## src/rtl/ysyx_22051013_fetch_ctrl_if.sv

```systemverilog
// Fetch-stage bundle: redirect/BPU inputs, instruction-memory req/rsp, IF/ID handoff.
// master = fetch controller side, slave = surrounding pipeline and memory.
interface ysyx_22051013_fetch_ctrl_if #(
    parameter int PC_W   = 64,
    parameter int INST_W = 32
);
    logic              redirect_i;
    logic [PC_W-1:0]   redirect_pc_i;
    logic [PC_W-1:0]   pred_pc_i;
    logic [PC_W-1:0]   fetch_pc_o;
    logic              imem_req_valid_o;
    logic [PC_W-1:0]   imem_req_addr_o;
    logic              imem_req_ready_i;
    logic              imem_rsp_valid_i;
    logic [INST_W-1:0] imem_rsp_inst_i;
    logic              if_valid_o;
    logic [PC_W-1:0]   if_pc_o;
    logic [INST_W-1:0] if_inst_o;
    logic              id_ready_i;

    modport master (
        input  redirect_i, redirect_pc_i, pred_pc_i,
        input  imem_req_ready_i, imem_rsp_valid_i, imem_rsp_inst_i, id_ready_i,
        output fetch_pc_o, imem_req_valid_o, imem_req_addr_o,
        output if_valid_o, if_pc_o, if_inst_o
    );

    modport slave (
        output redirect_i, redirect_pc_i, pred_pc_i,
        output imem_req_ready_i, imem_rsp_valid_i, imem_rsp_inst_i, id_ready_i,
        input  fetch_pc_o, imem_req_valid_o, imem_req_addr_o,
        input  if_valid_o, if_pc_o, if_inst_o
    );
endinterface

```

## src/rtl/ysyx_22051013_fetch_ctrl.sv

```systemverilog
// Fetch sequencer: owns the fetch PC, one imem request in flight, buffers the returned instruction.
// Latency: instruction presented to decode the cycle after rsp_valid; best case 1 inst / 3 cycles.
// Backpressure: id_ready low holds the buffered instruction; no new request until decode accepts.
module ysyx_22051013_fetch_ctrl #(
    parameter int               PC_W     = 64,
    parameter int               INST_W   = 32,
    parameter logic [PC_W-1:0]  RESET_PC = 64'h8000_0000
) (
    input  logic                             clk,
    input  logic                             rst,
    ysyx_22051013_fetch_ctrl_if.master       bus
);

    typedef enum logic [1:0] {
        S_REQ   = 2'd0,
        S_WAIT  = 2'd1,
        S_HOLD  = 2'd2,
        S_DRAIN = 2'd3
    } state_t;

    state_t              state, state_nxt;
    logic [PC_W-1:0]     pc, pc_nxt;
    logic [INST_W-1:0]   inst_buf, inst_buf_nxt;

    always_ff @(posedge clk or posedge rst) begin
        if (rst) begin
            state    <= S_REQ;
            pc       <= RESET_PC;
            inst_buf <= '0;
        end else begin
            state    <= state_nxt;
            pc       <= pc_nxt;
            inst_buf <= inst_buf_nxt;
        end
    end

    // Redirect always wins over capturing a response or handing off to decode.
    always_comb begin
        state_nxt    = state;
        pc_nxt       = pc;
        inst_buf_nxt = inst_buf;
        case (state)
            S_REQ: begin
                if (bus.redirect_i)
                    pc_nxt = bus.redirect_pc_i;
                if (bus.imem_req_ready_i)
                    state_nxt = bus.redirect_i ? S_DRAIN : S_WAIT;
            end
            S_WAIT: begin
                if (bus.imem_rsp_valid_i) begin
                    if (bus.redirect_i) begin
                        pc_nxt    = bus.redirect_pc_i;
                        state_nxt = S_REQ;
                    end else begin
                        inst_buf_nxt = bus.imem_rsp_inst_i;
                        state_nxt    = S_HOLD;
                    end
                end else if (bus.redirect_i) begin
                    pc_nxt    = bus.redirect_pc_i;
                    state_nxt = S_DRAIN;
                end
            end
            S_DRAIN: begin
                // The response arriving here belongs to an abandoned PC.
                if (bus.redirect_i)
                    pc_nxt = bus.redirect_pc_i;
                if (bus.imem_rsp_valid_i)
                    state_nxt = S_REQ;
            end
            S_HOLD: begin
                if (bus.redirect_i) begin
                    pc_nxt    = bus.redirect_pc_i;
                    state_nxt = S_REQ;
                end else if (bus.id_ready_i) begin
                    pc_nxt    = bus.pred_pc_i;
                    state_nxt = S_REQ;
                end
            end
            default: state_nxt = S_REQ;
        endcase
    end

    always_comb begin
        bus.fetch_pc_o       = pc;
        bus.imem_req_addr_o  = pc;
        bus.if_pc_o          = pc;
        bus.imem_req_valid_o = (state == S_REQ);
        bus.if_valid_o       = (state == S_HOLD) && !bus.redirect_i;
        bus.if_inst_o        = inst_buf;
    end

endmodule

```

## src/flat_wrapper.sv

```systemverilog
// flat-port wrapper written by rule: the top's interface ports become plain ports
module ysyx_22051013_fetch_ctrl_flat 
#(
    parameter int               PC_W     = 64,
    parameter int               INST_W   = 32,
    parameter logic [PC_W-1:0]  RESET_PC = 64'h8000_0000
)
  (clk, rst, bus_redirect_i, bus_redirect_pc_i, bus_pred_pc_i, bus_imem_req_ready_i, bus_imem_rsp_valid_i, bus_imem_rsp_inst_i, bus_id_ready_i, bus_fetch_pc_o, bus_imem_req_valid_o, bus_imem_req_addr_o, bus_if_valid_o, bus_if_pc_o, bus_if_inst_o);
  ysyx_22051013_fetch_ctrl_if #(.PC_W(PC_W), .INST_W(INST_W)) bus_i ();
  input  logic clk;
  input  logic rst;
  input wire logic [$bits(bus_i.redirect_i)-1:0] bus_redirect_i;
  input wire logic [$bits(bus_i.redirect_pc_i)-1:0] bus_redirect_pc_i;
  input wire logic [$bits(bus_i.pred_pc_i)-1:0] bus_pred_pc_i;
  input wire logic [$bits(bus_i.imem_req_ready_i)-1:0] bus_imem_req_ready_i;
  input wire logic [$bits(bus_i.imem_rsp_valid_i)-1:0] bus_imem_rsp_valid_i;
  input wire logic [$bits(bus_i.imem_rsp_inst_i)-1:0] bus_imem_rsp_inst_i;
  input wire logic [$bits(bus_i.id_ready_i)-1:0] bus_id_ready_i;
  output wire logic [$bits(bus_i.fetch_pc_o)-1:0] bus_fetch_pc_o;
  output wire logic [$bits(bus_i.imem_req_valid_o)-1:0] bus_imem_req_valid_o;
  output wire logic [$bits(bus_i.imem_req_addr_o)-1:0] bus_imem_req_addr_o;
  output wire logic [$bits(bus_i.if_valid_o)-1:0] bus_if_valid_o;
  output wire logic [$bits(bus_i.if_pc_o)-1:0] bus_if_pc_o;
  output wire logic [$bits(bus_i.if_inst_o)-1:0] bus_if_inst_o;
  assign bus_i.redirect_i = bus_redirect_i;
  assign bus_i.redirect_pc_i = bus_redirect_pc_i;
  assign bus_i.pred_pc_i = bus_pred_pc_i;
  assign bus_i.imem_req_ready_i = bus_imem_req_ready_i;
  assign bus_i.imem_rsp_valid_i = bus_imem_rsp_valid_i;
  assign bus_i.imem_rsp_inst_i = bus_imem_rsp_inst_i;
  assign bus_i.id_ready_i = bus_id_ready_i;
  assign bus_fetch_pc_o = bus_i.fetch_pc_o;
  assign bus_imem_req_valid_o = bus_i.imem_req_valid_o;
  assign bus_imem_req_addr_o = bus_i.imem_req_addr_o;
  assign bus_if_valid_o = bus_i.if_valid_o;
  assign bus_if_pc_o = bus_i.if_pc_o;
  assign bus_if_inst_o = bus_i.if_inst_o;
  ysyx_22051013_fetch_ctrl #(.PC_W(PC_W), .INST_W(INST_W), .RESET_PC(RESET_PC)) u_core (.clk(clk), .rst(rst), .bus(bus_i));
endmodule
```

## config.mk

```make
export PLATFORM = sky130hd
export DESIGN_NAME = ysyx_22051013_fetch_ctrl_flat
export DESIGN_NICKNAME = d
export VERILOG_FILES = /design/src/rtl/ysyx_22051013_fetch_ctrl_if.sv /design/src/rtl/ysyx_22051013_fetch_ctrl.sv /design/src/flat_wrapper.sv
export SDC_FILE = /design/constraint.sdc
export NUM_CORES = 1
export LEC_CHECK = 0
export ABC_CLOCK_PERIOD_IN_PS = 3500
export BUFFER_PORTS_ARGS = -buffer_cell sky130_fd_sc_hd__buf_2
export CAP_MARGIN = 20
export CELL_PAD_IN_SITES_DETAIL_PLACEMENT = 1
export CELL_PAD_IN_SITES_GLOBAL_PLACEMENT = 2
export CORE_MARGIN = 4
export CORE_UTILIZATION = 23
export CTS_CLUSTER_SIZE = 40
export DETAILED_ROUTE_END_ITERATION = 6
export PLACE_DENSITY_LB_ADDON = 0.1
export SLEW_MARGIN = 25
export SYNTH_ARGS = -nofsm -noshare
export SYNTH_HDL_FRONTEND = slang
export SYNTH_SLANG_ARGS = --single-unit
```

## constraint.sdc

```tcl
create_clock -name clk -period 3.5 [get_ports clk]
set_input_delay 0.7 -clock clk [delete_from_list [all_inputs] [get_ports clk]]
set_output_delay 0.7 -clock clk [all_outputs]
set_load 0.01 [all_outputs]
```

### Word-level counts from Yosys, hierarchy flattened

Cells that the tools add are included.

* bitwise gates (word level): 1
* equality and inequality tests: 8
* reductions and logical operators: 7
* mux-type cells: 13

Operator list (count)
* 64-bit two-way mux: 3
* 64-bit case mux with 2 select lines: 1
* 2-bit two-way mux: 8
* 2-bit case mux with 4 select lines: 1
* 3-bit != test, second input constant: 2
* 2-bit equality test, second input constant: 2
* 2-bit != test, second input constant: 2
* 4-bit AND reduction: 1
* 3-bit AND reduction: 1
* 3-bit OR reduction: 1
* 2-bit by 1-bit equality test with 1-bit output, second input constant: 1
* 2-bit logical NOT: 1
* 2-bit by 1-bit != test with 1-bit output, second input constant: 1
* 2-bit AND reduction: 1
* 1-bit logical AND: 1
* 1-bit logical NOT: 1
* 1-bit NOT: 1

* flip-flop bits (word level): 98
* input bits: 166
* output and inout port bits: 226

### Depth between registers and ports, before layout

* word-level depth: 4
* gate-level depth with buffers: 5
* depth with buffers taken out: 3

### Least setup slack after synthesis

Ideal clock, no wire load.

* path kind: input port to output port
* start point: input bus_redirect_i
* end point: output bus_if_valid_o
* path slack: 1.569 ns
* arrival time: 1.231 ns
* required time: 2.800 ns
* stages: 2
* path through: clkbuf_1 -> nor3b_1

* longest elaborated chain between the ends: 2

RTL lines
* start, declared: line flat_wrapper.sv:12 `input wire logic [$bits(bus_i.redirect_i)-1:0] bus_redirect_i;`
* 1-bit logical NOT: line ysyx_22051013_fetch_ctrl.sv:88 `bus.if_valid_o = (state == S_HOLD) && !bus.redirect_i;`
* 1-bit logical AND: line ysyx_22051013_fetch_ctrl.sv:88
* end, declared: line flat_wrapper.sv:22 `output wire logic [$bits(bus_i.if_valid_o)-1:0] bus_if_valid_o;`

Every way passes these cells.

### Worst setup path after layout

Same ends and word-level chain as after synthesis.

==> summary.txt <==
Clocking
  – CTS resizes: 0
  – CTS tree: done
  – Clock latency on the worst-skew pair: 0.35 ns
  – CTS Root Cell: clkbuf_16
  – Clk sinks: 98
  – Clock Path Buffers: 2
  – CTS clk-pin slew, worst paths: 0.07 ns
  – Post-CTS setup buffers: 0
  – CTS Hold Bufs: 0
  – CTS buffer count: 9
  – # H-tree levels: 3

Synthesis
  – Synthesized Nets: 589
  – Number of synthesized flops with an enable pin: 0
  – Post-synthesis adder-cell area fraction: 0%
  – Area share of the largest cell type after synthesis: a little under half
  – Sequential share of the synthesized area: between 40% and 50%
  – Simple-gate share of the synthesized area: 9.02%
  – Top post-synthesis cells by area: dfrtp_1 (47%), buf_4 (19%), o221a_1 (13%)
  – Post-Syn Instances: around 420
  – Ys Warns: 0
  – Compound-gate portion of the synthesized area: about 14%
  – Largest area contributor in the netlist: dfrtp_1
  – Main combinational cell family by area after synthesis: buffers and inverters
  – Most frequent cell after synthesis: buf_4
  – Avg Cell Area, Syn: 12.2 um2
  – Flop and latch count out of synthesis: 98
  – Xor/xnor share of the synthesized area: 0%
  – Yosys cell types: 23
  – Synth cell count leaders: buf_4 (131), dfrtp_1 (97), nand2b_1 (65)
  – Cell area after synthesis: approximately 5200 um2
  – Post-synth top flop: dfrtp_1
  – Asr flop ratio synth: 100%
  – Mux contribution to synthesized area: 6.96%

Drt
  – Initial DRT Pass Iterations: 4
  – Starting DRT DRC Count: 102
  – Final ANT Viol Nets: 0
  – Via count: ~4000
  – # DRC: 0
  – Vias per cell: approximately 4.2
  – Final wirelength: 18700 um
  – Drt wl/cell: roughly 19 um

Cells and area
  – Area Overhead vs Synth: 30.2%
  – NumNets Final: approximately 850
  – Finished Cell Area: 6740 um2
  – Ratio of cells with drive above 1 in the final layout: between 60% and 70%

Hold path
  – Hold WC Path Type: input port to asynchronous set/reset pin

STA
  – Fmax: roughly 450 MHz
  – Rel. slew slack: 53.2%
  – Setup TNS: 0 ns
  – Final hold violation count: 0
  – Worst Skew: ~0.0063 ns
  – Crit path time final: about 2.2 ns
  – Worst slew pin tran: 0.702 ns
  – Setup violators final: 0
  – Period utilization: a little under two thirds
  – RSZ-0062 raised after global routing: no
  – Slew Limit Fails: 0

Floorplan
  – FP Rows: 54
  – Die area: approximately 25000 um2
  – Initial Utilization: between 20% and 30%
  – Io pins: 392
  – Die width: between 150 and 200 um
  – Die H: approximately 160 um
  – Placeable Area: 22000 um2

Flow run
  – Number of max-cap violations: 0

Worst setup path
  – Crit-path cells: buf_2, nor3b_1, buf_2
  – Top Family by Delay on Critical Path: buffers and inverters
  – CP endpoint kind: output port
  – Reg2reg setup slack: roughly 1.7 ns
  – Max incr delay on CP: ~0.35 ns
  – Highest-delay cell along the critical path: nor3b_1
  – Critical setup path kind: input port to output port
  – Kind of start point of the critical path: input port
  – WP data arrival: roughly 1.5 ns
  – Critical path peak fanout: 22
  – CP most frequent cell: buf_2
  – CP Buf/Inv Count: 2
  – Worst Path Required: between 2 and 3 ns

Outcome
  – Outcome: finished, final reports clean

Place
  – Port Buffer Count: a little under 400
  – GPL Wtd Cong: between 0.7 and 0.8
  – Post-DP Area: approximately 6400 um2
  – HPWL after DPL: between 10000 and 15000 um

GRT
  – Initial antenna violation count: 8
  – Largest net degree at the start of global routing: 56
  – Vias in the first global route: around 4300
  – Gr ovfl total: 0
  – Global-route wire length before repair: roughly 27000 um
  – Gr usage total: 14.1%

Power and ir drop
  – Power per cell area: 655 nW/um2
  – Leakage: between 3 and 4 nW
  – Maximum VDD drop: 244 uV
kinds of logic after synthesis:
family                 Yosys count
buffers and inverters          154
muxes                           32
DFF                             98
AOI/OAI and AO/OA               66
and+or+nand+nor                 73
power by group:
part	switching, mW	internal (mW)
registers	0.262	1.47
logic	0.833	0.783
clock network	0.499	0.571
metal layers:
| metal | vias to the layer above | share of wire, % | GRT usage, % |
|---|---|---|---|
| li1 | 1887 | - | - |
| met1 | 1991 | 37 | 15.8 |
| met2 | 206 | 53 | 25.7 |
| met3 | 25 | 7.7 | 3.88 |
| met4 | 8 | 2.0 | 4.91 |
| met5 | - | 0.33 | 0 |
through the flow:
stage               std cells  setup WS, ns  hold WS [ns]  util, %  power (mW)
global placement          949          1.05         0.469     29.2        3.40
finish                    969          1.28         0.416     30.7        4.42
floorplan                 423         0.240         0.529        -        2.91
detailed placement        949          1.03         0.474     29.2        3.43
global route              969          1.22         0.472     30.7        4.71
CTS                       965          1.23         0.445     30.6        4.53
registers in the layout (all words and copies together), names as in the netlist:
register,cells
u_core.bus.if_inst_o,32
u_core.state,2
u_core.bus.fetch_pc_o,64
worst paths after layout:
path	startpoint	to	depth (start not counted)
setup / recovery	bus_redirect_i	bus_if_valid_o	3
hold / removal	rst	u_core.bus.fetch_pc_o[23]	2
setup reg to reg	u_core.state[0]	u_core.bus.fetch_pc_o[14]	4
hold reg to reg	u_core.bus.if_inst_o[30]	u_core.bus.if_inst_o[30]	1
max in group asynchronous	rst	u_core.bus.fetch_pc_o[8]	3
min in group clk	u_core.bus.if_inst_o[30]	u_core.bus.if_inst_o[30]	1
cells in the final DEF (no fill, tap or decap), types with 2 or more instances in the layout:
cell / synthesis / routed
clkinvlp_4: 0 / 2
mux2_1: 8 / 8
inv_8: 0 / 2
buf_4: 131 / 5
buf_12: 0 / 2
clkbuf_16: 0 / 9
diode_2: 0 / 4
mux2_2: 24 / 24
inv_6: 0 / 2
o221a_1: 60 / 60
dfrtp_1: 97 / 97
o221a_2: 4 / 4
nand2b_1: 65 / 64
buf_2: 8 / 391
area by class of cell:
cell class	instances	area (um2)
antenna	4	10.0
inverter	2	10.0
clock inverter	7	85.1
multi-input combinational	171	1570
clock buffer	9	225
tap	280	350
timing repair buffer	398	2030
fill	2562	15200
sequential	98	2450
Note: power is estimated with default switching activity, not from simulation.
